### src/rtl/seven_bit_adder_ctrl.sv
`default_nettype none
// ============================================================================
// Module  : seven_bit_adder_ctrl
// Brief   : Debounced push-button sequencer that loads two 7-bit operands
//           nibble-by-nibble and latches the external adder's result.
// Revision: 1.0 - initial release
// ============================================================================
module seven_bit_adder_ctrl #(
    parameter int DEBOUNCE_CYCLES = 500000
) (
    input  logic       clk,
    input  logic       rst,
    input  logic       PB1,
    input  logic       PB2,
    input  logic       PB3,
    input  logic       PB4,
    input  logic [3:0] Y,
    input  logic [6:0] add_sum,
    input  logic       add_carry,
    output logic [6:0] op_a,
    output logic [6:0] op_b,
    output logic [6:0] sum,
    output logic       carry,
    output logic       done,
    output logic       seq_err,
    output logic [2:0] state
);

    localparam int c_CNT_W = (DEBOUNCE_CYCLES > 1) ? $clog2(DEBOUNCE_CYCLES) : 1;
    localparam logic [c_CNT_W-1:0] c_CNT_MAX = c_CNT_W'(DEBOUNCE_CYCLES - 1);

    typedef enum logic [2:0] {
        S_WAIT_A_LO = 3'd0,
        S_WAIT_A_HI = 3'd1,
        S_WAIT_B_LO = 3'd2,
        S_WAIT_B_HI = 3'd3,
        S_CAPTURE   = 3'd4,
        S_DONE      = 3'd5
    } state_t;

    logic [3:0] w_pb;
    logic [3:0] w_acc;

    assign w_pb = {PB4, PB3, PB2, PB1};

    // Per button: two-flop synchroniser, stability counter, rising-edge pulse.
    generate
        for (genvar gi = 0; gi < 4; gi++) begin : g_button
            logic               r_sync1;
            logic               r_sync2;
            logic               r_db;
            logic               r_db_d;
            logic [c_CNT_W-1:0] r_cnt;

            always_ff @(posedge clk or posedge rst) begin
                if (rst) begin
                    r_sync1 <= 1'b0;
                    r_sync2 <= 1'b0;
                    r_db    <= 1'b0;
                    r_db_d  <= 1'b0;
                    r_cnt   <= '0;
                end else begin
                    r_sync1 <= w_pb[gi];
                    r_sync2 <= r_sync1;
                    r_db_d  <= r_db;
                    if (r_sync2 != r_db) begin
                        if (r_cnt == c_CNT_MAX) begin
                            r_db  <= r_sync2;
                            r_cnt <= '0;
                        end else begin
                            r_cnt <= r_cnt + 1'b1;
                        end
                    end else begin
                        r_cnt <= '0;
                    end
                end
            end

            assign w_acc[gi] = r_db & ~r_db_d;
        end
    endgenerate

    state_t     r_state;
    state_t     w_state_nxt;
    logic [6:0] r_op_a;
    logic [6:0] w_op_a_nxt;
    logic [6:0] r_op_b;
    logic [6:0] w_op_b_nxt;
    logic [6:0] r_sum;
    logic [6:0] w_sum_nxt;
    logic       r_carry;
    logic       w_carry_nxt;
    logic       r_seq_err;
    logic       w_seq_err_nxt;
    logic [3:0] w_expect;

    always_ff @(posedge clk or posedge rst) begin
        if (rst) begin
            r_state   <= S_WAIT_A_LO;
            r_op_a    <= '0;
            r_op_b    <= '0;
            r_sum     <= '0;
            r_carry   <= 1'b0;
            r_seq_err <= 1'b0;
        end else begin
            r_state   <= w_state_nxt;
            r_op_a    <= w_op_a_nxt;
            r_op_b    <= w_op_b_nxt;
            r_sum     <= w_sum_nxt;
            r_carry   <= w_carry_nxt;
            r_seq_err <= w_seq_err_nxt;
        end
    end

    always_comb begin
        w_state_nxt   = r_state;
        w_op_a_nxt    = r_op_a;
        w_op_b_nxt    = r_op_b;
        w_sum_nxt     = r_sum;
        w_carry_nxt   = r_carry;
        w_seq_err_nxt = r_seq_err;
        w_expect      = 4'b0000;

        case (r_state)
            S_WAIT_A_HI: w_expect = 4'b0010;
            S_WAIT_B_LO: w_expect = 4'b0100;
            S_WAIT_B_HI: w_expect = 4'b1000;
            default:     w_expect = 4'b0000;
        endcase

        if (r_state == S_CAPTURE) begin
            w_state_nxt = S_DONE;
            w_sum_nxt   = add_sum;
            w_carry_nxt = add_carry;
        end else if (r_state > S_DONE) begin
            w_state_nxt = S_WAIT_A_LO;
        end else if (w_acc[0]) begin
            // PB1 restarts from anywhere and overrides every other press
            w_op_a_nxt[3:0] = Y;
            w_state_nxt     = S_WAIT_A_HI;
            w_seq_err_nxt   = 1'b0;
        end else begin
            if (|(w_acc & w_expect)) begin
                case (r_state)
                    S_WAIT_A_HI: begin
                        w_op_a_nxt[6:4] = Y[2:0];
                        w_state_nxt     = S_WAIT_B_LO;
                    end
                    S_WAIT_B_LO: begin
                        w_op_b_nxt[3:0] = Y;
                        w_state_nxt     = S_WAIT_B_HI;
                    end
                    S_WAIT_B_HI: begin
                        w_op_b_nxt[6:4] = Y[2:0];
                        w_state_nxt     = S_CAPTURE;
                    end
                    default: w_state_nxt = r_state;
                endcase
            end
            if (|(w_acc[3:1] & ~w_expect[3:1])) begin
                w_seq_err_nxt = 1'b1;
            end
        end
    end

    assign op_a    = r_op_a;
    assign op_b    = r_op_b;
    assign sum     = r_sum;
    assign carry   = r_carry;
    assign seq_err = r_seq_err;
    assign done    = (r_state == S_DONE);
    assign state   = r_state;

endmodule
`default_nettype wire

### config.mk
export PLATFORM = sky130hd
export DESIGN_NAME = seven_bit_adder_ctrl
export DESIGN_NICKNAME = d
export VERILOG_FILES = /design/src/rtl/seven_bit_adder_ctrl.sv
export SDC_FILE = /design/constraint.sdc
export NUM_CORES = 1
export LEC_CHECK = 0
export CAP_MARGIN = 25
export CORE_UTILIZATION = 55
export DETAILED_ROUTE_END_ITERATION = 12
export DONT_BUFFER_PORTS = 1
export PLACE_DENSITY = 0.79
export SLEW_MARGIN = 20
export SYNTH_ARGS = -nofsm -noshare
export SYNTH_HDL_FRONTEND = slang
export SYNTH_SLANG_ARGS = --single-unit
### constraint.sdc
create_clock -name clk -period 9.1 [get_ports clk]
set_input_delay 1.82 -clock clk [delete_from_list [all_inputs] [get_ports clk]]
set_output_delay 1.82 -clock clk [all_outputs]
set_load 0.01 [all_outputs]
# Word-level counts from Yosys, hierarchy flattened

Cells that the tools add are included.

Bits in read-only memories: 0
Input port bits: 18
Logic and storage cells: 91
Output and inout port bits: 27
Latch bits: 0
Memories: 0
RAM bits: 0
Bits in registers: 118

Order comparisons: 1
Div/mod/pow operators: 0
Shifts and indexed selects: 0
Add/subtract/negate cells: 4
$mul: 0
Reductions and logical operators: 15
Equality and inequality tests: 13
Bitwise logic cells: 14
Mux-type cells: 16

Operator list:

| kind                                                            | number |
|---|---|
| 19-bit 2-to-1 mux                                               | 8 |
| 19-bit by 1-bit adder with 19-bit output, second input constant | 4 |
| 19-bit == test, second input constant                           | 4 |
| 5-bit AND reduction                                             | 3 |
| 3-bit 2-to-1 mux                                                | 4 |
| 4-bit one-hot mux with 3 select lines                           | 1 |
| 2-bit AND reduction                                             | 5 |
| 3-bit one-hot mux with 3 select lines                           | 1 |
| 1-bit NOT                                                       | 7 |
| 3-bit by 2-bit == test with 1-bit output, second input constant | 2 |
| 3-bit == test, second input constant                            | 2 |
| 3-bit AND reduction                                             | 2 |
| 6-bit nonzero test                                              | 1 |
| 1-bit AND                                                       | 4 |
| 4-bit AND                                                       | 1 |
| 1-bit inequality test                                           | 4 |
| 4-bit nonzero test                                              | 1 |
| 4-bit OR reduction                                              | 1 |
| 3-bit AND                                                       | 1 |
| 3-bit by 1-bit == test with 1-bit output, second input constant | 1 |
| 3-bit > comparator, second input constant                       | 1 |
| 3-bit NOT                                                       | 1 |
| 3-bit OR reduction                                              | 1 |
| 1-bit 2-to-1 mux                                                | 2 |
| 2-bit nonzero test                                              | 1 |

# Logic depth before layout (Yosys ltp)

Gate-level depths: netlist of the first run.

Word-level depth: 8
Depth in mapped cells: 9
Gate-level depth less buffers: 6

# Worst setup path before layout of the first run

No wires, ideal clock.

Path kind: register to output
Start point: reg r_state[0], in the netlist state[0]
End point: out done
Arrival time: 0.882 ns
Stages on the path, launching flop included: 4
Setup slack: 6.398 ns
Buffers on the path: 1
Required time: 7.280 ns
Cell sequence: dfrtp_1 buf_2 nand2b_1 nor2_1

Longest elaborated chain between the ends: 1

Ends and longest elaborated chain:

| item                   | RTL line | RTL |
|---|---|---|
| start, declared        | 83       | `state_t r_state;` |
| start signal, assigned | 106      | `r_state <= w_state_nxt;` |
| 3-bit == test          | 171      | `assign done = (r_state == S_DONE);` |
| end, declared          | 24       | `output logic done,` |

No other way between the ends.

# Worst setup path in the final report of the first run

Same ends and word-level chain as after synthesis.

==> implementation parameters, run 1 <==
Parameter                              Value

Worst setup path
  R2R Setup Slk ... 6.96 ns
  Worst EP required ... 7.28 ns
  Endpoint arrival time on the critical path ... 1.60 ns
  Crit end category ... primary output
  Reg2reg start ... g_button[3].r_cnt[0]
  Category of cells accounting for the largest share of critical-path delay ... flip-flops
  Largest stage delay, worst path ... 0.59 ns
  Critical path fanouts, max ... 10
  Crit path launch type ... flop
  Worst setup path category ... flop to primary output
  Cell with the largest stage delay on the worst path ... dfrtp_1
  Number of cells traversed by the worst register-to-register path ... 6
  Crit-path cells ... nand2b_1 > nor2_1
  CP bufs+invs ... 0
  Critical path endpoint ... done
  Critical register-to-register path endpoint ... g_button[3].r_cnt[13]
  First element of the critical path ... state[0]
  Logic depth of the worst setup path including buffers ... 2

Die
  Die width ... around 100 um
  Die Y ... 100.4 um
  Die ar. ... between 10000 and 15000 sq um
  Count of pins on the block boundary ... 45
  Effective utilization at floorplan ... approximately 57%
  Number of placement rows ... 35
  Core area ... 9284 sq um

Clocking
  Post-CTS setup buffers ... 0
  TritonCTS buffer count ... 17
  Quantity of hold-fixing buffers added after cts ... 0
  Later-pin clock latency in the skew report ... ~0.5 ns
  H-tree depth ... 4
  Resized cells post-CTS ... 0
  Clock tree from TritonCTS ... done
  Clock edge transition at the registers on the reported setup and hold paths ... 0.05 ns
  Largest buffer count on any clock path ... 2
  Root buffer selected by CTS ... clkbuf_8
  CTS sink count ... ~120

Routing
  Drt first pass iters ... 5
  Via-to-Cell Ratio ... 5.539
  DRC errors left ... 0
  Routed len/inst ... roughly 16 um
  Residual antenna-violating net count after detailed routing ... 0
  Initial detailed-routing violation count ... between 150 and 200
  Aggregate routed wire length ... 9861 um
  Detailed-route via count ... 3523

Synthesis
  Synth warn ... 0
  Number of instances in the synthesized netlist ... 485
  Count of flip-flops with a built-in enable after synthesis ... 0
  Share of flip-flops with an asynchronous set or reset after synthesis ... 100.0%
  Post-synthesis sequential area ratio ... between 50% and 60%
  Number of distinct standard cells referenced by the synthesized netlist ... 38
  Nets in the synthesized netlist ... 507
  Cell Area, Synth ... 5320 sq um
  Number of flip-flops and latches in the synthesized netlist ... 118
  Avg Cell Area, Syn ... 10.97 sq um
  Dominant register cell in the synthesized netlist ... dfrtp_1

Placement
  Cell total after placement ... about 610
  Global placer's final weighted congestion ... between 0.7 and 0.8
  Half-perimeter wire length after detailed placement ... ~6500 um
  Number of buffer cells added on primary ports ... 0
  Placement-stage cell area ... 5394 sq um
  Setup slack after placement ... between 5 and 6 ns

Layout
  Ratio of cells with drive above 1 in the final layout ... 14.40%
  Final instance area ... 5968 sq um
  Fill cell total of the finished layout ... about 700
  Multi-input gate area in the final layout ... 2225 sq um
  Antenna diode instance count ... 0
  Fraction of the core area covered by cells at the end of the flow ... 64.29%
  Area growth syn-to-layout ... 12.18%
  Count of non-filler cells in the finished layout ... 636
  Footprint of the flip-flops and latches ... 2953 sq um
  Nets@finish ... 517

Outcome
  Outcome ... finished clean

Hold path
  Class of the tightest hold or removal check ... flop to flop

Pwr
  Maximum resistive drop on vdd ... between 0.0001 and 0.00015 V
  Total power divided by cell area ... 201.1 nW/um^2
  Static leakage power ... 2.647 nW
  Total power draw ... ~1.2 mW

Timing
  Crit share post-route ... 37.61%
  Final hold slack ... 0.3479 ns
  Peak clock frequency supported by timing ... 292.2 MHz
  Min Clock Period, post-route ... 3.423 ns
  Total count of hold-check failures in the final report ... 0
  Number of max-slew violations in the final report ... 0
  Final count of negative-setup-slack endpoints ... 0
  Setup TNS ... 0 ns
  Setup Skew ... about 0.011 ns
  Worst-Margin Slew ... 0.8046 ns
  Worst-case setup margin in the final layout ... 5.677 ns
  Tightest slew margin relative to the limit ... between 40% and 50%
  RSZ-0062 raised after global routing ... false

Global routing
  Layer with the highest usage ... met2
  Vias in the first global route ... approximately 3500
  Met3 usage ... 6.755%
  Global-route wire length before repair ... roughly 17000 um
  Total Routing Usage GR ... 21.89%
  Maximum number of pins on one net before global-route repair ... 61
  Aggregate global routing overflow ... 0
  Initial antenna violation count ... 0
  GR Layer Usage met1 ... a little over a quarter
  Met2 layer usage reported by global route ... between 30% and 40%

Run
  Max-cap violations ... 0
## cell type report
cell class,count,share of cell area (%)
sequential,118,49.48
multi-input combinational,345,37.27
clock buffer,23,7.987
tap,129,2.704
clock inverter,8,1.635
inverter,12,0.7966
timing repair buffer,1,0.1258
## placed cells by master, fill, tap and decap left out, types with 4 or more instances in the layout
cell,instances
dfrtp_1,118
nor2_1,98
xnor2_1,36
xor2_1,36
nand2_1,27
mux2_2,26
nand3_1,22
nand4_1,18
clkbuf_16,16
nor3_1,11
inv_1,11
and3_1,10
and4_1,8
a21oi_1,7
nand2b_1,6
nor3_2,5
clkbuf_8,5
nor4_1,4
ha_1,4
## how the worst min path moves through the flow
stage | start | to | slack [ns] | cells after the start
3_5_place_dp | g_button[1].r_sync1 | g_button[1].r_sync2 | 0.34 | 0
3_3_place_gp | g_button[1].r_sync1 | g_button[1].r_sync2 | 0.33 | 0
6_report | g_button[1].r_sync1 | g_button[1].r_sync2 | 0.35 | 0
5_1_grt | g_button[1].r_sync1 | g_button[1].r_sync2 | 0.35 | 0
2_1_floorplan | g_button[0].r_sync1 | g_button[0].r_sync2 | 0.33 | 0
4_1_cts | g_button[1].r_sync1 | g_button[1].r_sync2 | 0.35 | 0
## where the power goes
group / internal (mW) / switching [mW] / total [mW]
sequential: 0.531 / 0.00525 / 0.537
clock: 0.415 / 0.223 / 0.639
combinational: 0.00571 / 0.0195 / 0.0252
total: 0.952 / 0.248 / 1.20
## sequential cells by signal, indices dropped and copies added (netlist names)
signal and count:
carry 1, g_button.r_cnt 76, g_button.r_db 4, g_button.r_db_d 4
g_button.r_sync1 4, g_button.r_sync2 4, op_a 7, op_b 7
seq_err 1, state 3, sum 7
## synth_stat cells, types with 3 or more instances
cell type | count | area [sq um]
and3_1 | 10 | 62.56
nor2b_1 | 3 | 18.77
xnor2_1 | 36 | 315.3
nor3_2 | 5 | 50.05
and4_1 | 8 | 70.07
nand2b_1 | 6 | 37.54
nand2_1 | 27 | 101.4
xor2_1 | 36 | 315.3
a21oi_1 | 7 | 35.03
nor4_1 | 4 | 25.02
inv_1 | 12 | 45.04
buf_6 | 4 | 45.04
or2_1 | 3 | 18.77
buf_4 | 3 | 22.52
nand4_1 | 18 | 112.6
ha_1 | 4 | 50.05
mux2_2 | 26 | 292.8
nor2_1 | 98 | 367.9
nand3_1 | 22 | 110.1
nor3_1 | 11 | 55.05
dfrtp_1 | 118 | 2953
## kinds of logic (layout without fill, tap and decap cells)
kind of cell | Yosys count | in the layout | share of synthesized area [%]
xor+xnor | 72 | 72 | 11.85
simple gates | 232 | 232 | 22.37
fa+ha+maj | 4 | 4 | 0.9408
flops | 118 | 118 | 55.50
mux | 26 | 26 | 5.503
buf+inv | 22 | 44 | 2.681
compound gates | 11 | 11 | 1.152
## per-layer routing
layer | part of all wire [%] | vias to the layer above
met5 | 0 | -
met4 | 2.3 | 0
met3 | 4.5 | 27
met2 | 49 | 90
met1 | 45 | 1750
li1 | - | 1656
(Power assumes the default switching activity.)
==> run 2, diff against run 1 <==
Clock period 9.1 ns to 3.31 ns, I/O delays scaled along.
==> implementation parameters, run 2 (synthesis results as in run 1) <==
Parameter                              Value

Global routing
  Maximum number of pins on one net before global-route repair ... 111
  Aggregate global routing overflow ... 0
  Vias in the first global route ... around 3500
  Initial antenna violation count ... 0
  Total Routing Usage GR ... 21.33%
  Global-route wire length before repair ... approximately 16000 um

Clocking
  H-tree depth ... 4
  Later-pin clock latency in the skew report ... 0.51 ns
  Clock edge transition at the registers on the reported setup and hold paths ... 0.06 ns
  Root buffer selected by CTS ... clkbuf_8
  TritonCTS buffer count ... 17
  Largest buffer count on any clock path ... 2
  CTS sink count ... 118
  Resized cells post-CTS ... 0
  Clock tree from TritonCTS ... done

Pwr
  Total power draw ... 3.300 mW
  Total power divided by cell area ... roughly 550 nW/um^2
  Static leakage power ... 2.648 nW
  Maximum resistive drop on vdd ... 0.0003409 V

Worst setup path
  R2R Setup Slk ... 1.27 ns
  Critical path endpoint ... done
  Crit-path cells ... nand2b_1 > nor2_1
  Critical path fanouts, max ... 10
  First element of the critical path ... state[0]
  Crit end category ... primary output
  Critical register-to-register path endpoint ... g_button[0].r_cnt[6]
  Worst EP required ... approximately 2.7 ns
  Cell with the largest stage delay on the worst path ... dfrtp_1
  Endpoint arrival time on the critical path ... around 1.6 ns
  Crit path launch type ... flop
  Number of cells traversed by the worst register-to-register path ... 6
  Largest stage delay, worst path ... ~0.6 ns
  Reg2reg start ... g_button[0].r_cnt[0]
  Worst setup path category ... flop to primary output

Timing
  Setup TNS ... 0 ns
  Number of max-slew violations in the final report ... 0
  RSZ-0062 raised after global routing ... false
  Tightest slew margin relative to the limit ... 51.22%
  Total count of hold-check failures in the final report ... 0
  Final count of negative-setup-slack endpoints ... 0
  Worst-Margin Slew ... 0.7317 ns
  Peak clock frequency supported by timing ... ~430 MHz
  Setup Skew ... 0.007155 ns
  Min Clock Period, post-route ... 2.303 ns
  Crit share post-route ... 69.58%

Outcome
  Outcome ... finished clean

Routing
  Via-to-Cell Ratio ... 5.339
  DRC errors left ... 0
  Detailed-route via count ... 3406
  Aggregate routed wire length ... 9394 um
  Residual antenna-violating net count after detailed routing ... 0
  Initial detailed-routing violation count ... about 130
  Drt first pass iters ... 4
  Routed len/inst ... 14.72 um

Layout
  Commonest non-fill, non-tap cell in the layout ... dfrtp_1
  Nets@finish ... 518
  Number of flip-flops in the largest register ... 76
  Most used cells in the layout excluding fill and tap cells ... 118 x dfrtp_1, 98 x nor2_1, 36 x xnor2_1, 36 x xor2_1, 27 x nand2_1
  Biggest register ... g_button.r_cnt
  Antenna diode instance count ... 0
  Ratio of cells with drive above 1 in the final layout ... 13.95%
  Final instance area ... 5981 sq um
  Area growth syn-to-layout ... 12.42%

Die
  Die ar. ... a little over 10000 sq um
  Count of pins on the block boundary ... 45
  Core area ... a little over 9000 sq um
  Die width ... 100.4 um
  Number of placement rows ... 35
  Effective utilization at floorplan ... between 50% and 60%
  Die Y ... 100.4 um

Hold path
  Hold Path Cell Cnt ... 0
  Class of the tightest hold or removal check ... input pin to flop

Placement
  Global placer's final weighted congestion ... roughly 0.84
  Half-perimeter wire length after detailed placement ... 6232 um
  Placement-stage cell area ... 5408 sq um
  Number of buffer cells added on primary ports ... 0

Run
  Max-cap violations ... 0
## run 2: cell types whose count changed in the layout (fill, tap and decap cells not counted)
cell	before	now
clkinv_2	3	5
clkbuf_8	5	1
clkbuf_1	2	5
dlygate4sd3_1	0	1
buf_4	1	0
buf_12	0	1
inv_4	1	0
bufinv_16	2	3
## run 2: routing by layer
layer,wire (um),GRT usage (%)
met5,0,0
met4,125,9.365
met3,546,7.312
met2,4597,34.04
met1,4125,26.44
## run 2: repair_timing
item	CTS	global route
setup buffers	0	0
endpoints found under the hold margin	8	0
hold buffers	1	0
## run 2: worst max-delay path, delay by kind of cell (launching register included)
kind	cells	cell delay, ns
simple gates	2	0.54
flops	1	0.60
## run 2: worst min-delay path by stage
| stage | endpoint | slack [ns] | startpoint |
|---|---|---|---|
| after detailed placement | g_button[3].r_sync2 | 0.35 | g_button[3].r_sync1 |
| after floorplan | g_button[0].r_sync2 | 0.33 | g_button[0].r_sync1 |
| after global routing | g_button[1].r_sync1 | 0.14 | PB2 |
| after CTS | g_button[3].r_sync1 | 0.15 | PB4 |
| final | g_button[1].r_sync1 | 0.17 | PB2 |
| after global placement | g_button[3].r_sync2 | 0.33 | g_button[3].r_sync1 |
## run 2: power by group
group,internal (mW),switching [mW]
clock,1.14,0.615
sequential,1.46,0.0147
combinational,0.0184,0.0533
total,2.62,0.683
## run 2: area by class of cell
| type | count | area (sq um) |
|---|---|---|
| clock buffer | 22 | 432.9 |
| multi-input combinational | 345 | 2225 |
| inverter | 12 | 48.80 |
| timing repair buffer | 2 | 30.03 |
| fill | 711 | 3303 |
| clock inverter | 10 | 130.1 |
| sequential | 118 | 2953 |
| tap | 129 | 161.4 |
## run 2: metrics by stage
| stage | hold WS [ns] | instances | setup WS (ns) | util [%] |
|---|---|---|---|---|
| after CTS | 0.1501 | 638 | 0.9921 | 64.42 |
| after global placement | 0.3349 | 605 | 1.366 | 58.25 |
| after floorplan | 0.3312 | 485 | 1.207 | - |
| after detailed placement | 0.3490 | 605 | 1.270 | 58.25 |
| after global routing | 0.1418 | 638 | 0.8994 | 64.42 |
| final | 0.1729 | 638 | 1.007 | 64.42 |
